--- config.mk ---
export PLATFORM = sky130hd
export DESIGN_NAME = shift_counter
export DESIGN_NICKNAME = d
export VERILOG_FILES = /design/src/rtl/shift_counter_pkg.sv /design/src/rtl/shift_counter_decode.sv /design/src/rtl/shift_counter.sv
export SDC_FILE = /design/constraint.sdc
export NUM_CORES = 1
export LEC_CHECK = 0
export CAP_MARGIN = 20
export CORE_UTILIZATION = 41
export CTS_CLUSTER_SIZE = 16
export DETAILED_ROUTE_END_ITERATION = 8
export PLACE_DENSITY = 0.75
export SLEW_MARGIN = 25
export SYNTH_ARGS = -nofsm -noshare
export SYNTH_HDL_FRONTEND = slang
export SYNTH_SLANG_ARGS = --single-unit
--- constraint.sdc ---
create_clock -name clk -period 3.8 [get_ports clk]
set_clock_uncertainty 0.2 [all_clocks]
set_input_delay 1.14 -clock clk [delete_from_list [all_inputs] [get_ports clk]]
set_output_delay 1.14 -clock clk [all_outputs]
set_load 0.02 [all_outputs]
--- src/rtl/shift_counter_pkg.sv ---
// Shared constants and helpers for the parametrised shift-register counter.
package shift_counter_pkg;

    localparam logic [1:0] MODE_JOHNSON = 2'b00;
    localparam logic [1:0] MODE_RING    = 2'b01;
    localparam logic [1:0] MODE_HOLD    = 2'b10;

    localparam logic DIR_UP   = 1'b0;
    localparam logic DIR_DOWN = 1'b1;

    localparam int HOME_MAX_W = 64;

    // Home state: ring restarts at bit 0 set, every other mode homes at zero.
    // Callers truncate the result to their own width.
    function automatic logic [HOME_MAX_W-1:0] home_state(input logic [1:0] mode);
        return (mode == MODE_RING) ? HOME_MAX_W'(1) : '0;
    endfunction

endpackage

--- src/rtl/shift_counter_decode.sv ---
// Combinational position decode and legality check of the counter state.
module shift_counter_decode
    import shift_counter_pkg::*;
#(
    parameter int WIDTH = 5
) (
    input  logic [WIDTH-1:0]             q,
    input  logic [1:0]                   mode,
    output logic [$clog2(2*WIDTH)-1:0]   index,
    output logic                         illegal
);

    localparam int IDX_W = $clog2(2*WIDTH);

    logic [IDX_W-1:0] pop;
    logic [IDX_W-1:0] flips;
    logic [IDX_W-1:0] pos;
    logic [IDX_W-1:0] j_idx;
    logic             ring;

    always_comb begin
        pop   = '0;
        flips = '0;
        pos   = '0;
        for (int i = 0; i < WIDTH; i++) begin
            pop = pop + IDX_W'(q[i]);
            if (q[i]) pos = IDX_W'(i);
        end
        for (int i = 0; i < WIDTH-1; i++)
            flips = flips + IDX_W'(q[i] ^ q[i+1]);
    end

    // Modular arithmetic keeps 2*WIDTH - pop correct even when 2*WIDTH == 2**IDX_W.
    assign j_idx   = q[WIDTH-1] ? (IDX_W'(2*WIDTH) - pop) : pop;
    assign ring    = (mode == MODE_RING);
    assign illegal = ring ? (pop != IDX_W'(1)) : (flips > IDX_W'(1));
    assign index   = illegal ? '0 : (ring ? pos : j_idx);

endmodule

--- src/rtl/shift_counter.sv ---
// Johnson / ring / hold shift counter with load, direction, wrap and err.
// Build option: SHIFT_COUNTER_SELF_CORRECT_EN forces illegal states home on a step.
module shift_counter
    import shift_counter_pkg::*;
#(
    parameter int WIDTH = 5
) (
    input  logic                         clk,
    input  logic                         rst,
    input  logic                         en,
    input  logic [1:0]                   mode,
    input  logic                         dir,
    input  logic                         load,
    input  logic [WIDTH-1:0]             load_val,
    output logic [WIDTH-1:0]             q,
    output logic [$clog2(2*WIDTH)-1:0]   index,
    output logic                         wrap,
    output logic                         err
);

    localparam int IDX_W = $clog2(2*WIDTH);

    logic [WIDTH-1:0] q_nxt;
    logic [WIDTH-1:0] home;
    logic             wrap_nxt;
    logic             illegal;
    logic             stepping;
    logic             ring;
    logic             fill;

    shift_counter_decode #(.WIDTH(WIDTH)) u_decode (
        .q       (q),
        .mode    (mode),
        .index   (index),
        .illegal (illegal)
    );

    assign err      = illegal;
    assign home     = WIDTH'(home_state(mode));
    assign ring     = (mode == MODE_RING);
    assign stepping = en && (mode == MODE_JOHNSON || ring);
    // Bit shifted in: ring recirculates, Johnson inverts.
    assign fill     = (dir == DIR_DOWN) ? (ring ? q[0] : ~q[0])
                                        : (ring ? q[WIDTH-1] : ~q[WIDTH-1]);

    always_comb begin
        q_nxt    = q;
        wrap_nxt = 1'b0;
        if (load) begin
            q_nxt = load_val;
        end else if (stepping) begin
`ifdef SHIFT_COUNTER_SELF_CORRECT_EN
            if (illegal) begin
`else
            if (ring && q == '0) begin
`endif
                q_nxt    = home;
                wrap_nxt = 1'b1;
            end else begin
                q_nxt    = (dir == DIR_DOWN) ? {fill, q[WIDTH-1:1]}
                                             : {q[WIDTH-2:0], fill};
                wrap_nxt = (q_nxt == home);
            end
        end
    end

    always_ff @(posedge clk or negedge rst) begin
        if (!rst) begin
            q    <= '0;
            wrap <= 1'b0;
        end else begin
            q    <= q_nxt;
            wrap <= wrap_nxt;
        end
    end

endmodule

==> results.json <==
{
  "crit_family": "adder cells",
  "final_util": 0.702,
  "die_h_um": 44.6,
  "antenna_left": 0,
  "ir_drop_mv": 0.269,
  "netlist_area_um2": 743,
  "avgViaCountPerCell": 5.33,
  "synth_seq_area_share": 0.202,
  "status": "finished, violations left",
  "synth_top_family_by_area": "compound AO/OA/AOI/OAI gates",
  "slew_headroom": 0.687,
  "dp.cells": 149,
  "path_buf_inv": 5,
  "clkLatencyLatePin_ns": 0.25,
  "overflow": 0,
  "setup_violations": 5,
  "numPortBuffers": 22,
  "netlist-cell-type-count": 33,
  "avgSynthCellArea_um2": 8.54,
  "r2r-start": "q[2]$_DFFE_PN0P_",
  "core_area_um2": 1710,
  "critPathMaxFanout": 3,
  "cp_cell_sequence": "inv_2, ha_4, inv_2, fa_1, inv_1, ha_2, fa_1, inv_1, ha_1, nand3b_1, a21boi_4, o31ai_4, buf_6",
  "synth_compound_gate_area_share": 0.246,
  "required_ns": 2.46,
  "postSynthCellCount": 87,
  "post-route-period-util": 1.14,
  "final_area_um2": 1200,
  "worstHoldStart": "q[2]$_DFFE_PN0P_",
  "synth.net_count": 110,
  "area_delta_synth_final_pct": 61.3,
  "critical_path_arrival_ns": 3.00,
  "synthMuxAreaShare": 0,
  "slew_viol_final": 0,
  "synth-adder-area-share": 0.215,
  "hold_path.class": "reg2reg",
  "cpMaxStageDelayCell": "fa_1",
  "drv_cap": 0,
  "endpoint_kind": "primary output",
  "die_width_um": 44.6,
  "rows": 15,
  "gp_congestion": 0.871,
  "wl_per_cell_um": 13.7,
  "hold_viol_final": 0,
  "num_io_pins": 23,
  "start_util": 0.435,
  "cp-startpoint": "q[1]$_DFFE_PN0P_",
  "cts_tree": "done",
  "routed_wl_um": 2100,
  "violations": "negative setup slack",
  "ys_seq_elements": 6,
  "period_minus_slack_ns": 4.34,
  "clock-sinks": 6,
  "max_freq_mhz": 231,
  "drc": 0,
  "cp-start-kind": "flip-flop",
  "grt_start_max_net_pins": 15,
  "final_layout_size_suffix_gt1_frac": 0.341,
  "worst_pin_slew_ns": 0.468,
  "yosys.area_share.xor_xnor": 0.0354,
  "die_area_um2": 1990,
  "powerDensity_nw_per_um2": 416,
  "htreeDepth": 1,
  "fin_nets": 154,
  "final_common_cell": "buf_4",
  "fillCellCount": 137,
  "critical_path.max_stage_delay_ns": 0.47,
  "leakage_nw": 0.561,
  "dpl_cell_area_um2": 1140,
  "root_buffer": "clkbuf_4",
  "worst-setup-path-type": "reg2out",
  "first_iter_violations": 17,
  "dp_hpwl_um": 1740,
  "antenna_found_initial": 0,
  "grt_pass1_wl_um": 3390,
  "fin_cells": 154,
  "dr.pass1.iters": 4,
  "path_clk_slew_ns": 0.04,
  "rsz0062_at_grt": "yes",
  "fin_ws_ns": -0.535,
  "yosysWarningCount": 0,
  "grtUsageTotal": 0.240,
  "cts_buffers": 3,
  "p_total_uw": 499,
  "vias": 821,
  "antennaDiodeCount": 0,
  "synthSimpleGateAreaFrac": 0.204,
  "cts_buffer_depth": 2,
  "most-common-layout-cells": "buf_4, clkdlybuf4s50_1, inv_1, nand2_1",
  "grt_pass1_vias": 805
}
final timing paths:
path	slack, ns	cells past startpoint	end
max in group asynchronous	2.22	1	q[0]$_DFFE_PN0P_
min in group asynchronous	0.94	1	wrap$_DFF_PN0_
max	-0.54	13	index[2]
max reg2reg	2.00	6	q[0]$_DFFE_PN0P_
min reg2reg	0.49	3	q[2]$_DFFE_PN0P_
min	0.49	3	q[2]$_DFFE_PN0P_
layout make-up:
cell class / instances / area, um2 / area share
multi-input cells: 64 / 567 / 0.473
repair buffers: 42 / 373 / 0.311
flip-flops and latches: 6 / 153 / 0.127
inverters: 14 / 52.6 / 0.0438
well taps: 25 / 31.3 / 0.0261
clock buffers: 3 / 22.5 / 0.0188
worst min-delay path, stage by stage, from the launching register on:
cell      delay, ns
dfrtp_1        0.33
buf_4          0.13
a221oi_1       0.08
a21oi_1        0.11
cells by family after synthesis:
| kind of cell | Yosys count |
|---|---|
| AOI/OAI and AO/OA | 24 |
| xor gates and xnor gates | 3 |
| and+or+nand+nor | 26 |
| buffers and inverters | 17 |
| DFF | 6 |
| adders and majority gates | 11 |
layer usage:
layer | track usage | part of all wire | vias up
li1 | - | - | 396
met1 | 0.281 | 0.42 | 390
met2 | 0.400 | 0.50 | 29
met3 | 0.0898 | 0.050 | 6
met4 | 0.0848 | 0.021 | 0
met5 | 0 | 0 | -
sequential cells by signal, summed over array words and instances (netlist names):
register,count
wrap,1
q,5
power breakdown:
group          leakage, nW  internal, mW  switching (mW)
Combinational        0.477         0.182           0.184
Sequential          0.0694        0.0702         0.00366
Clock               0.0138        0.0357          0.0234
cells in the mapped netlist:
| cell | count | area share |
|---|---|---|
| a221oi_1 | 4 | 0.047 |
| buf_2 | 1 | 0.0067 |
| nor3_4 | 1 | 0.022 |
| ha_1 | 8 | 0.13 |
| o21ai_0 | 4 | 0.027 |
| inv_1 | 14 | 0.071 |
| nand4b_1 | 1 | 0.012 |
| nand3_1 | 1 | 0.0067 |
| a21boi_1 | 1 | 0.010 |
| a22o_1 | 2 | 0.024 |
| xnor2_1 | 2 | 0.024 |
| and3_1 | 1 | 0.0084 |
| a21oi_1 | 6 | 0.040 |
| nand2b_1 | 2 | 0.017 |
| nand2_1 | 7 | 0.035 |
| o211ai_1 | 2 | 0.020 |
| and4b_1 | 1 | 0.013 |
| a31oi_1 | 1 | 0.0084 |
| nor3_1 | 2 | 0.013 |
| nand4_1 | 1 | 0.0084 |
| o221ai_2 | 1 | 0.020 |
| o31ai_2 | 1 | 0.017 |
| fa_1 | 3 | 0.081 |
| nor2_1 | 5 | 0.025 |
| xor2_1 | 1 | 0.012 |
| a41oi_2 | 1 | 0.022 |
| dfrtp_1 | 6 | 0.20 |
| buf_6 | 1 | 0.015 |
| nor2b_1 | 1 | 0.0084 |
| and2b_4 | 1 | 0.013 |
| nand3b_1 | 2 | 0.020 |
| clkbuf_1 | 1 | 0.0050 |
| o31ai_1 | 1 | 0.010 |
through the flow:
stage | hold slack (ns) | setup TNS [ns] | setup WS (ns)
after floorplan | 0.505 | -1.04 | -0.331
after global placement | 0.478 | -2.76 | -0.638
after detailed placement | 0.492 | -3.17 | -0.739
after CTS | 0.503 | -1.94 | -0.482
after global routing | 0.544 | -2.90 | -0.695
final | 0.495 | -2.10 | -0.535
timing repair:
action | CTS | global route
resized for setup | 32 | 1
hold buffers | 0 | 0
pin swaps | 4 | 2
endpoints found under the setup margin | 5 | 5
buffers inserted | 2 | 0
Power figures use the tool's default switching activity.
==> RTL edit 1 (same flow settings) <==
Remove the register `wrap`: a continuous assignment takes its place, so the output `wrap` follows one clock earlier.
--- a/src/rtl/shift_counter.sv
+++ b/src/rtl/shift_counter.sv
@@ -67,12 +67,12 @@
     always_ff @(posedge clk or negedge rst) begin
         if (!rst) begin
             q    <= '0;
-            wrap <= 1'b0;
         end else begin
             q    <= q_nxt;
-            wrap <= wrap_nxt;
         end
     end
 
+    assign wrap = wrap_nxt;
+
 endmodule
 
Check against the original RTL: not equivalent (a bounded check fails within 4 cycles, from zero or initial values and one cycle with rst low).
==> RTL edit 1 against the unedited design <==
The flow still finishes with violations (negative setup slack). Count of clock-buffer cells in the layout rose by 1. Total power rose by 15%. Area after synthesis rose by 0.17%. Fmax fell by 0.30%. Synthesized cell count fell by 5.7%. Via count rose by 2.3%. Global-route usage rose by 2.1 points. Setup slack got worse by 0.013 ns. Critical path type unchanged. Wire length rose by 9.5%. Critical endpoint is now index[0]. Design area rose by 8.9%. Largest power group unchanged. First-iteration DRC count rose by 5.9%. Sequential cell count fell by 1.
==> RTL edit 1: results (changes against the unedited design) <==
Clock insertion delay at the later pin of the skew report: 0.26 ns
Area after DPL: 1170 um^2 (+2.5%)
RR Startpoint: q[2]
Post-route setup TNS: -2.45 ns (-0.352 ns)
RR Endpoint: q[0]
Via count: 840 (+2.3%)
First-pass GRT wire length: 3660 um (+8.1%)
Met1 track demand over resource: 32.6% (+4.5 points)
Crit path capture: index[0]
Sw Pwr: 0.000241 W (+14%)
Routed wl met3: 107 um (+1.9%)
Share of cells above drive strength 1: 49.2% (+15 points)
DRT iter0 DRCs: 18 (+1)
Worst-Margin Slew: 0.323 ns (-0.145 ns)
Synth async-reset ratio: 100% (unchanged)
Maximum clock insertion buffer count: 2 (unchanged)
Reg2reg setup slack: 1.98 ns (-0.02 ns)
Syn nets: 105 (-4.5%)
Nets: 156 (+1.3%)
RePlAce Congestion: 0.871 (about the same)
Total GRT Usage: 26.1% (+2.1 points)
Lkg Pwr: 0.612 nW (+9.2%)
Post-synth EDFFs: 0 (unchanged)
DR pass1 iterations: 4 (unchanged)
Synth cell count leaders: inv_1, ha_1, nand2_1
Final Worst Setup Slack: -0.548 ns (-0.0130 ns)
DR WL/cell: 14.7 um (+7.4%)
Hpwl dp: 1650 um (-5.0%)
Critical Path Start: q[1]
Routed wl met2: 1190 um (+12%)
Violated checks: negative setup slack
Post-Place Cells: 147 (-1.3%)
Status: finished with violations
Largest cells by area after synthesis: dfrtp_1, ha_1, fa_1
Met2 Usage GRT: 45.6% (+5.6 points)
GR Overflow Total: 0 (unchanged)
Top routing layer used: met4
Register area share after synthesis: 16.8% (-3.4 points)
Met3 usage: 2.45% (-6.5 points)
Cells after Synth: 82 (-5.7%)
Largest net degree at the start of global routing: 12 (-3)
Clock Pin Slew Worst Setup and Hold Paths: 0.05 ns
Crit-path slowest cell: fa_1
Final antenna diode count: 0 (unchanged)
Port Buffer Count: 22 (unchanged)
Max FO, Critical Path: 3 (unchanged)
Place WS: -0.764 ns (-0.0249 ns)
Vias in the first global route: 812 (+0.87%)
Routed metal-1 wire length: 973 um (+9.0%)
Largest registers: q (5)
Root buf cell: clkbuf_4
VDD IR max: 278 uV (+3.2%)
Htree depth: 1 (unchanged)
Routed vias/inst: 5.35 (+0.36%)
Synth unique cells: 35 (+6.1%)
WP data arrival: 3.01 ns (about the same)
Final setup violating endpoints: 5 (unchanged)
Cell depth of the worst flop-to-flop path: 7 (+1)
[RTL edit 1: cell types whose count changed after synthesis, moves of 2 or more]
cell	unedited run	this run
nor3_1	2	0
o211ai_1	2	0
nor2_1	5	1
inv_1	14	12
[RTL edit 1: kinds of logic after synthesis]
| family | after synthesis | share of synthesized area, % |
|---|---|---|
| adder cells (fa/ha/maj) | 11 | 21.5 |
| flip-flops | 5 | 16.8 |
| AND/OR/NAND/NOR | 23 | 21.5 |
| buffers and inverters | 17 | 10.8 |
| XOR/XNOR | 4 | 5.72 |
| AO/OA/AOI/OAI | 22 | 23.7 |
[RTL edit 1: timing repair]
| action | in CTS | in global routing |
|---|---|---|
| endpoints found under the setup margin | 6 | 6 |
| resized for setup | 48 | 7 |
| pin swaps | 9 | 1 |
| setup buffers | 6 | 0 |
[RTL edit 1: worst min path at each step]
stage               cells after the start  start  slack [ns]    to
floorplan                               2   q[2]        0.54  q[2]
global placement                        3   q[2]        0.48  q[2]
detailed placement                      3   q[2]        0.48  q[2]
CTS                                     3   q[2]        0.49  q[2]
global route                            3   q[2]        0.56  q[2]
finish                                  3   q[2]        0.50  q[2]
[RTL edit 1: cell type report]
type | count | area (um^2)
sequential | 5 | 128
fill | 123 | 403
tap | 25 | 31.3
inverter | 13 | 48.8
clock buffer | 4 | 26.3
timing repair buffer | 50 | 437
multi-input combinational | 60 | 634
[RTL edit 1: power groups by stage]
stage / clock, W / combinational (W) / sequential [W]
2_1_floorplan: 0 / 0.000192 / 0.0000752
3_3_place_gp: 0 / 0.000343 / 0.0000641
3_5_place_dp: 0 / 0.000349 / 0.0000645
4_1_cts: 0.0000647 / 0.000404 / 0.0000640
5_1_grt: 0.0000736 / 0.000479 / 0.0000643
6_report: 0.0000698 / 0.000440 / 0.0000638
==> RTL edit 2 (same flow settings) <==
Made on the original files. The option `SHIFT_COUNTER_SELF_CORRECT_EN` is turned on by a define.
--- a/src/rtl/shift_counter.sv
+++ b/src/rtl/shift_counter.sv
@@ -1,5 +1,7 @@
 // Johnson / ring / hold shift counter with load, direction, wrap and err.
 // Build option: SHIFT_COUNTER_SELF_CORRECT_EN forces illegal states home on a step.
+`define SHIFT_COUNTER_SELF_CORRECT_EN
+
 module shift_counter
     import shift_counter_pkg::*;
 #(
Formal check against the unedited RTL: not equivalent (Yosys sat finds a counterexample within 4 cycles, from zero or initial values and one cycle with rst low).
==> RTL edit 2 against the unedited design <==
The flow still finishes with violations (negative setup slack). Fmax decreased by 1.9%. Cell count increased by 1.3%. Combinational power increased by 22%. Setup slack got worse by 0.083 ns. Wire length increased by 1.5%. Sequential cell count unchanged. Area after synthesis increased by 2.4%. Total power increased by 18%. Sequential share of layout area decreased by 0.32 points. Design area increased by 2.6%. Largest power group unchanged.
==> RTL edit 2: results (changes against the unedited design) <==
Status: finished with violations
Violated checks: negative setup slack
Register area share after synthesis: 19.7% (-0.47 points)
RR Endpoint: wrap
Post-Place Cells: 148 (-0.67%)
VDD IR max: 222 uV (-18%)
Largest net degree at the start of global routing: 14 (-1)
WP data arrival: 3.08 ns (+0.08 ns)
Hpwl dp: 1660 um (-4.5%)
Final wirelength: 2140 um (+1.5%)
Synth unique cells: 36 (+9.1%)
Routed vias/inst: 5.17 (-3.0%)
Cell depth of the worst flop-to-flop path: 13 (+7)
RePlAce Congestion: 0.777 (-11%)
Via count: 807 (-1.7%)
Area after DPL: 1160 um^2 (+1.8%)
Vias in the first global route: 781 (-3.0%)
Post-route setup TNS: -2.61 ns (-0.520 ns)
Sw Pwr: 0.000247 W (+17%)
Share of cells above drive strength 1: 37.4% (+3.3 points)
Crit path capture: index[1]
DRT iter0 DRCs: 13 (-4)
Syn nets: 106 (-3.6%)
Fin crit share: 116% (+2.2 points)
First-pass GRT wire length: 3410 um (+0.62%)
Reg2reg setup slack: 0.49 ns (-1.51 ns)
Synth cell count leaders: nand2_1, dfrtp_1, inv_1, nor2_1, ha_1
Final Worst Setup Slack: -0.618 ns (-0.0830 ns)
Max_slew headroom: 69.3% (+0.59 points)
Filler cells: 141 (+2.9%)
Final setup violating endpoints: 5 (unchanged)
Cells after Synth: 86 (-1.1%)
==> RTL edit 2: cell types whose count changed after synthesis, moves of 4 or more <==
cell      before  now
mux2i_1        0    4
inv_1         14    6
o21ai_1        0    4
a221oi_1       4    0
==> RTL edit 2: how the worst min path moves through the flow <==
stage          from  endpoint  slack [ns]  cells past startpoint
6_report       q[2]      wrap        0.54                      3
5_1_grt        q[2]      wrap        0.56                      3
4_1_cts        q[2]      wrap        0.53                      3
3_5_place_dp   q[2]      wrap        0.50                      3
3_3_place_gp   q[2]      wrap        0.49                      3
2_1_floorplan  q[0]      q[0]        0.53                      3
==> RTL edit 2: cell families after synthesis <==
kind of cell / share of synthesized area [%]
muxes: 8.22
and+or+nand+nor: 22.7
xor gates and xnor gates: 3.45
adders and majority gates: 16.1
buffers and inverters: 9.70
AOI/OAI and AO/OA: 20.1
DFF: 19.7
==> RTL edit 2: power groups by stage <==
stage | registers, W | clock network [W] | logic (W)
3_3_place_gp | 0.0000789 | 0 | 0.000399
3_5_place_dp | 0.0000796 | 0 | 0.000408
2_1_floorplan | 0.0000917 | 0 | 0.000230
5_1_grt | 0.0000788 | 0.0000736 | 0.000486
4_1_cts | 0.0000784 | 0.0000668 | 0.000436
6_report | 0.0000783 | 0.0000666 | 0.000445
==> RTL edit 2: per-stage QoR <==
stage	hold slack [ns]	setup WS, ns	utilization (%)
6_report	0.536	-0.618	71.2
5_1_grt	0.559	-0.696	71.2
4_1_cts	0.527	-0.614	70.8
3_5_place_dp	0.503	-0.878	67.4
3_3_place_gp	0.491	-0.805	67.4
2_1_floorplan	0.528	-0.461	-
==> RTL edit 2: area by class of cell <==
type / instances / area [um^2] / area share, %
multi-input cells: 67 / 582 / 47.3
repair buffers: 46 / 403 / 32.8
flip-flops and latches: 6 / 153 / 12.4
inverters: 8 / 35.0 / 2.85
well taps: 25 / 31.3 / 2.54
clock buffers: 4 / 26.3 / 2.14
==> RTL edit 2: critical path, cell delays in order, from the launching register on <==
cell	delay, ns
dfrtp_2	0.42
ha_4	0.27
inv_2	0.04
fa_1	0.47
inv_1	0.04
ha_2	0.16
fa_2	0.55
ha_1	0.24
or3_4	0.38
a21oi_4	0.12
buf_6	0.12
==> RTL edit 2: timing repair <==
item                                    CTS  global route
hold endpoints to repair                  0             0
pin swaps                                 4             0
gates resized for setup                  31             0
endpoints found under the setup margin    5             5
buffers inserted                          3             1
==> RTL edit 2: layer usage <==
metal	routed length, um	vias up	track usage (%)
met5	0	-	0
met3	88	0	5.20
met2	1120	23	40.9
met4	0	0	3.03
li1	-	397	-
met1	932	387	30.3
